**config.mk**
```make
export PLATFORM = sky130hd
export DESIGN_NAME = spi_bridge_wide
export DESIGN_NICKNAME = d
export VERILOG_FILES = /design/src/rtl/spi_bridge_wide.sv
export SDC_FILE = /design/constraint.sdc
export NUM_CORES = 1
export LEC_CHECK = 0
export ABC_AREA = 1
export BUFFER_PORTS_ARGS = -buffer_cell sky130_fd_sc_hd__buf_2
export CORE_ASPECT_RATIO = 0.9
export CORE_MARGIN = 3
export CORE_UTILIZATION = 59
export DETAILED_ROUTE_END_ITERATION = 16
export GPL_ROUTABILITY_DRIVEN = 0
export PLACE_DENSITY = 0.83
export SYNTH_ARGS = -nofsm -noshare
export SYNTH_HDL_FRONTEND = slang
export SYNTH_SLANG_ARGS = --single-unit
```
**constraint.sdc**
```tcl
create_clock -name clk -period 3.5 [get_ports clk]
set_input_delay 0.7 -clock clk [delete_from_list [all_inputs] [get_ports clk]]
set_output_delay 0.7 -clock clk [all_outputs]
set_load 0.02 [all_outputs]
```
**src/rtl/spi_bridge_wide.sv**
```systemverilog
// spi_bridge_wide: SPI slave bridging an asynchronous SPI bus into the clk domain, WORD_W-bit words.
// Define SPI_BRIDGE_WIDE_WORD_CNT_EN to add the per-frame word_cnt output.
module spi_bridge_wide #(
    parameter int WORD_W    = 8,
    parameter int CPOL      = 0,
    parameter int CPHA      = 0,
    parameter int MSB_FIRST = 1
) (
    input  logic              clk,
    input  logic              rst,
    input  logic              sclk,
    input  logic              cs_n,
    input  logic              mosi,
    output logic              miso,
    output logic              miso_oe,
    output logic              word_sync,
    output logic [WORD_W-1:0] data_in,
    input  logic [WORD_W-1:0] data_out,
    output logic              frame_abort
`ifdef SPI_BRIDGE_WIDE_WORD_CNT_EN
    ,
    output logic [7:0]        word_cnt
`endif
);
    localparam int CNT_W = $clog2(WORD_W);
    localparam logic P_IDLE = 1'(CPOL);
    logic [1:0] r_sclk_s, r_cs_s, r_mosi_s, r_rdy;
    logic r_sclk_d, r_cs_d, r_armed;
    logic [WORD_W-1:0] r_rx_sr, r_tx_sr;
    logic [CNT_W-1:0] r_bit_cnt;
    logic w_sclk, w_cs, w_mosi, w_lead, w_trail, w_sample, w_shift;
    logic w_active, w_cs_fall, w_cs_rise, w_last, w_tx_load;
    logic [WORD_W-1:0] w_rx_next, w_tx_next;
    assign w_sclk    = r_sclk_s[1];
    assign w_cs      = r_cs_s[1];
    assign w_mosi    = r_mosi_s[1];
    assign w_lead    = (r_sclk_d == P_IDLE) && (w_sclk != P_IDLE);
    assign w_trail   = (r_sclk_d != P_IDLE) && (w_sclk == P_IDLE);
    assign w_sample  = (CPHA == 0) ? w_lead : w_trail;
    assign w_shift   = (CPHA == 0) ? w_trail : w_lead;
    // r_armed blocks a frame still in progress across rst from restarting until cs_n has been seen high
    assign w_active  = r_armed & ~w_cs;
    assign w_cs_fall = r_armed & r_cs_d & ~w_cs;
    assign w_cs_rise = r_armed & ~r_cs_d & w_cs;
    assign w_last    = r_bit_cnt == CNT_W'(WORD_W - 1);
    assign w_rx_next = (MSB_FIRST != 0) ? {r_rx_sr[WORD_W-2:0], w_mosi} : {w_mosi, r_rx_sr[WORD_W-1:1]};
    assign w_tx_next = (MSB_FIRST != 0) ? {r_tx_sr[WORD_W-2:0], 1'b0} : {1'b0, r_tx_sr[WORD_W-1:1]};
    // A shift edge seen at bit_cnt 0 is the first one of a new word
    assign w_tx_load = (w_active & w_shift & (r_bit_cnt == '0)) | ((CPHA == 0) & w_cs_fall);
    assign miso      = ~w_cs & ((MSB_FIRST != 0) ? r_tx_sr[WORD_W-1] : r_tx_sr[0]);
    assign miso_oe   = ~w_cs;
    always_ff @(posedge clk) begin
        if (rst) begin
            r_sclk_s    <= {2{P_IDLE}};
            r_cs_s      <= 2'b11;
            r_mosi_s    <= 2'b00;
            r_sclk_d    <= P_IDLE;
            r_cs_d      <= 1'b1;
            r_rdy       <= 2'b00;
            r_armed     <= 1'b0;
            r_rx_sr     <= '0;
            r_tx_sr     <= '0;
            r_bit_cnt   <= '0;
            data_in     <= '0;
            word_sync   <= 1'b0;
            frame_abort <= 1'b0;
        end else begin
            r_sclk_s    <= {r_sclk_s[0], sclk};
            r_cs_s      <= {r_cs_s[0], cs_n};
            r_mosi_s    <= {r_mosi_s[0], mosi};
            r_sclk_d    <= w_sclk;
            r_cs_d      <= w_cs;
            r_rdy       <= {r_rdy[0], 1'b1};
            word_sync   <= 1'b0;
            frame_abort <= 1'b0;
            if (r_rdy[1] & w_cs)
                r_armed <= 1'b1;
            if (w_cs_rise) begin
                r_rx_sr     <= '0;
                r_bit_cnt   <= '0;
                frame_abort <= r_bit_cnt != '0;
            end else if (w_active & w_sample) begin
                r_rx_sr   <= w_rx_next;
                r_bit_cnt <= w_last ? '0 : r_bit_cnt + 1'b1;
                if (w_last) begin
                    data_in   <= w_rx_next;
                    word_sync <= 1'b1;
                end
            end
            if (w_tx_load)
                r_tx_sr <= data_out;
            else if (w_active & w_shift)
                r_tx_sr <= w_tx_next;
        end
    end
`ifdef SPI_BRIDGE_WIDE_WORD_CNT_EN
    always_ff @(posedge clk) begin
        if (rst || w_cs_fall)
            word_cnt <= '0;
        else if (word_sync && word_cnt != 8'hFF)
            word_cnt <= word_cnt + 8'd1;
    end
`endif
endmodule

```
-- Word level (Yosys, flattened, before mapping)
Index checks and enable logic that the tools add are counted.
- register bits after elaboration: 39
- input bits: 13
- output and inout port bits: 12
- word-level logic and storage cells: 47
- add/sub/neg operators: 1
- equal/unequal tests: 1
- muxes and demuxes: 5
- bitwise logic cells: 17
- reduce and logical (&&, ||, !) cells: 9
- operator list (operator ; count):
    8-bit 2-to-1 mux ; 2
    1-bit bitwise AND ; 10
    1-bit inverter ; 6
    2-bit OR reduction ; 2
    3-bit by 1-bit adder with 3-bit output (second input constant) ; 1
    3-bit == test (second input constant) ; 1
    3-bit zero test ; 1
    3-bit 2-to-1 mux ; 1
    3-bit AND reduction ; 1
    3-bit nonzero test ; 1
    3-bit OR reduction ; 1
    1-bit logical AND ; 2
    1-bit 2-to-1 mux ; 2
    2-bit nonzero test ; 1
    1-bit OR ; 1

-- Logic depth before layout (Yosys ltp)
- depth after elaboration: 6
- mapped depth: 8
- gate-level depth less buffers: 7

-- Least setup slack after synthesis
No wires, ideal clock.
- path type: reg-to-output
- start: reg r_cs_s[1]
- end: out miso
- data arrival time: 0.674 ns
- required time: 2.800 ns
- setup slack: 2.126 ns
- cell stages (with the launch flop): 2
- buffers on the path: 0
- cell sequence: dfxtp_1 > nor2_1
- word-level cells in the longest chain between the ends: 2
- RTL lines (element ; RTL line ; source):
    start, declared ; 27 ; logic [1:0] r_sclk_s, r_cs_s, r_mosi_s, r_rdy;
    start signal, assigned ; 69 ; r_cs_s <= {r_cs_s[0], cs_n};
    1-bit inverter ; 50 ; assign miso = ~w_cs & ((MSB_FIRST != 0) ? r_tx_sr[WORD_W-1] : r_tx_sr[0]);
    1-bit bitwise AND ; 50 ;
    end, declared ; 14 ; output logic miso,
Every way passes these cells.

-- Worst setup path in the final report
- start: reg r_cs_s[1]
- end: out miso_oe
- word-level cells in the longest chain between the ends: 1
- RTL lines (element ; RTL line ; source):
    1-bit inverter ; 51 ; assign miso_oe = ~w_cs;
    end, declared ; 15 ; output logic miso_oe,
Every way passes these cells.

==> flow_summary.json <==
{
  "max_freq_mhz": 564.0,
  "cp_max_fo": 6,
  "synth_xor_area_share_pct": 0,
  "multiInputGateArea_sq_um": 661.9,
  "avgSynthCellArea_sq_um": 7.432,
  "cts_hold_buf": 0,
  "via_per_inst": 4.781,
  "synth_cell_types": 18,
  "synth_fp_nets": 231,
  "seqCellArea_sq_um": 780.7,
  "drive_gt1_share_pct": 17.01,
  "vdd_drop_max_mv": 0.3122,
  "grt.total_usage_pct": 18.80,
  "slew_violations": 0,
  "dieArea_sq_mm": 0.003370,
  "drc": 0,
  "synth_edf_count": 0,
  "area_delta_synth_final_pct": 10.65,
  "cts_buffer_depth": 2,
  "worst-endpoint-arrival_ns": 1.07,
  "synth_seq_cells": 39,
  "cp.required_ns": 2.80,
  "synthAdderAreaFrac_pct": 2.349,
  "synthTopCellsByArea": "dfxtp_1 49%, nand2_1 11%, nor2_1 8.2%",
  "path_class": "reg -> out",
  "synthSimpleGateAreaFrac_pct": 32.50,
  "insertion_delay_ns": 0.34,
  "path_clk_slew_ns": 0.11,
  "min_period_ns": 1.773,
  "grt_max_degree": 22,
  "drt-total-wl_um": 2867,
  "cts.sinks": 39,
  "netlist_area_sq_mm": 0.001598,
  "whs_path_depth": 2,
  "setup_tns_ns": 0,
  "drt-initial-drc-count": 62,
  "num_io_pins": 25,
  "ys_warn_count": 0,
  "hold_viol_final": 0,
  "maxSlewHeadroom_pct": 62.26,
  "synthArstFlopShare_pct": 0,
  "pre_cts_ws_ns": 1.474,
  "via_count": 1286,
  "hold_path_class": "reg -> reg",
  "dieWidth_um": 60.86,
  "synth_compound_area_share_pct": 6.578,
  "nets": 256,
  "dpl_cell_area_sq_mm": 0.001714,
  "finalClockSkew_ns": 0.005938,
  "cts_tree": "built",
  "cts_buffers": 5,
  "tightest_slew_ns": 0.5655,
  "synth_top_family_by_area": "simple AND/OR/NAND/NOR gates",
  "numPortBuffers": 24,
  "dpl.hpwl_um": 2067,
  "synth_most_common_cell": "nand2_1",
  "r2r_start": "r_bit_cnt[0]$_SDFFE_PP0P_",
  "rsz0062_at_grt": "no",
  "synthCells": 215,
  "synthFlopType": "dfxtp_1",
  "timing.max_cap.violations": 0,
  "startpoint_type": "flop",
  "place_inst": 261,
  "power_density_mw_per_mm2": 402.4,
  "status": "finished clean",
  "num_rows": 17,
  "postCtsSetupBuffers": 0,
  "ant_nets": 0,
  "grt_overflow": 0,
  "grt_first_pass_wirelength_um": 4836,
  "fillers": 224,
  "routedWlPerCell_um": 10.66,
  "synth_commonest_cells": "48 x nand2_1, 39 x dfxtp_1, 35 x nor2_1",
  "r2r-end": "r_tx_sr[2]$_SDFFE_PP0P_",
  "netlist.area_leader.share_pct": 48.86,
  "rrSetupSlack_ns": 2.05,
  "timing.final.ws_setup_ns": 1.727,
  "hold_start": "r_sclk_s[0]$_SDFF_PP0_",
  "synth_mux_area_share_pct": 0,
  "cellLeakagePower_nw": 0.8144,
  "fin_area_sq_mm": 0.001768,
  "fin_crit_sh_pct": 50.66,
  "grt_antenna_before_repair": 0,
  "cts_root_buf": "clkbuf_4",
  "fp.dieH_um": 55.37,
  "core-area_sq_mm": 0.002510,
  "critical_path.endpoint_type": "output pin",
  "setup_viol_count_final": 0,
  "n_antenna_cell": 0,
  "yosysSeqAreaShare_pct": 48.86,
  "min_to": "r_sclk_s[1]$_SDFF_PP0_",
  "fin_cells": 269,
  "cts_resized": 0,
  "grt_pass1_vias": 1124,
  "yosysTopAreaCell": "dfxtp_1",
  "htree_num_levels": 2,
  "reg2reg_depth": 7,
  "first_pass_iters": 4,
  "start_util_pct": 63.66
}
==> logic make-up (layout without fill, tap and decap cells) <==
| group | after synthesis | count (layout) |
|---|---|---|
| AOI/OAI and AO/OA | 21 | 21 |
| adders and majority gates | 3 | 3 |
| buffers and inverters | 37 | 63 |
| DFF | 39 | 39 |
| and+or+nand+nor | 115 | 115 |
==> registers in the layout, indices dropped and copies added, names as in the netlist, 2 cells and up <==
| name | cells |
|---|---|
| r_tx_sr | 8 |
| r_cs_s | 2 |
| r_bit_cnt | 3 |
| r_sclk_s | 2 |
| data_in | 8 |
| r_rdy | 2 |
| r_mosi_s | 2 |
| r_rx_sr | 7 |
==> worst max path at each step <==
stage | endpoint | from | slack [ns]
6_report | miso_oe | r_cs_s[1]$_SDFF_PP1_ | 1.73
5_1_grt | miso_oe | r_cs_s[1]$_SDFF_PP1_ | 1.64
4_1_cts | miso_oe | r_cs_s[1]$_SDFF_PP1_ | 1.70
3_5_place_dp | r_rx_sr[3]$_SDFFE_PP0P_ | rst | 1.47
3_3_place_gp | r_rx_sr[2]$_SDFFE_PP0P_ | rst | 1.51
2_1_floorplan | miso | r_cs_s[1]$_SDFF_PP1_ | 2.13
==> cells in the final DEF (no fill, tap or decap), drive strengths merged <==
cell type / n
nand2: 50
dfxtp: 39
nor2: 39
inv: 31
buf: 24
a21oi: 16
nand3: 13
nand3b: 6
clkbuf: 6
nor3b: 5
o21ai: 5
ha: 3
or2: 2
clkinvlp: 1
clkinv: 1
==> area by class of cell <==
class	count	area share (%)
Clock inverter	2	0.7077
Clock buffer	6	2.335
Timing Repair Buffer	24	6.794
Multi-Input combinational cell	139	37.44
Inverter	31	6.582
Tap cell	28	1.982
Sequential cell	39	44.16
==> worst max-delay path, stage by stage, from the launching register on <==
cell	delay [ns]
dfxtp_1	0.49
inv_2	0.08
buf_2	0.16
==> stage by stage <==
| step | total power (W) | util, % | hold WS [ns] |
|---|---|---|---|
| after global routing | 0.0007419 | 70.44 | 0.4350 |
| after global placement | 0.0005002 | 68.30 | 0.3909 |
| after detailed placement | 0.0005018 | 68.30 | 0.3969 |
| final | 0.0007114 | 70.44 | 0.4107 |
| after CTS | 0.0007171 | 70.44 | 0.4137 |
| after floorplan | 0.0004902 | - | 0.3883 |
==> power breakdown <==
group          switching (W)  internal, W
clock network       0.000142    0.0000775
registers         0.00000399     0.000451
logic              0.0000227    0.0000134
total               0.000169     0.000542
==> routing by layer <==
layer / part of all wire, % / routed length [um] / up-vias / global-route usage [%]
met1: 50 / 1446 / 550 / 25.18
met5: 0 / 0 / - / 0
met4: 1.6 / 45 / 0 / 7.430
met2: 44 / 1275 / 19 / 27.94
li1: - / - / 711 / -
met3: 3.5 / 99 / 6 / 5.607
(Power assumes the default switching activity.)
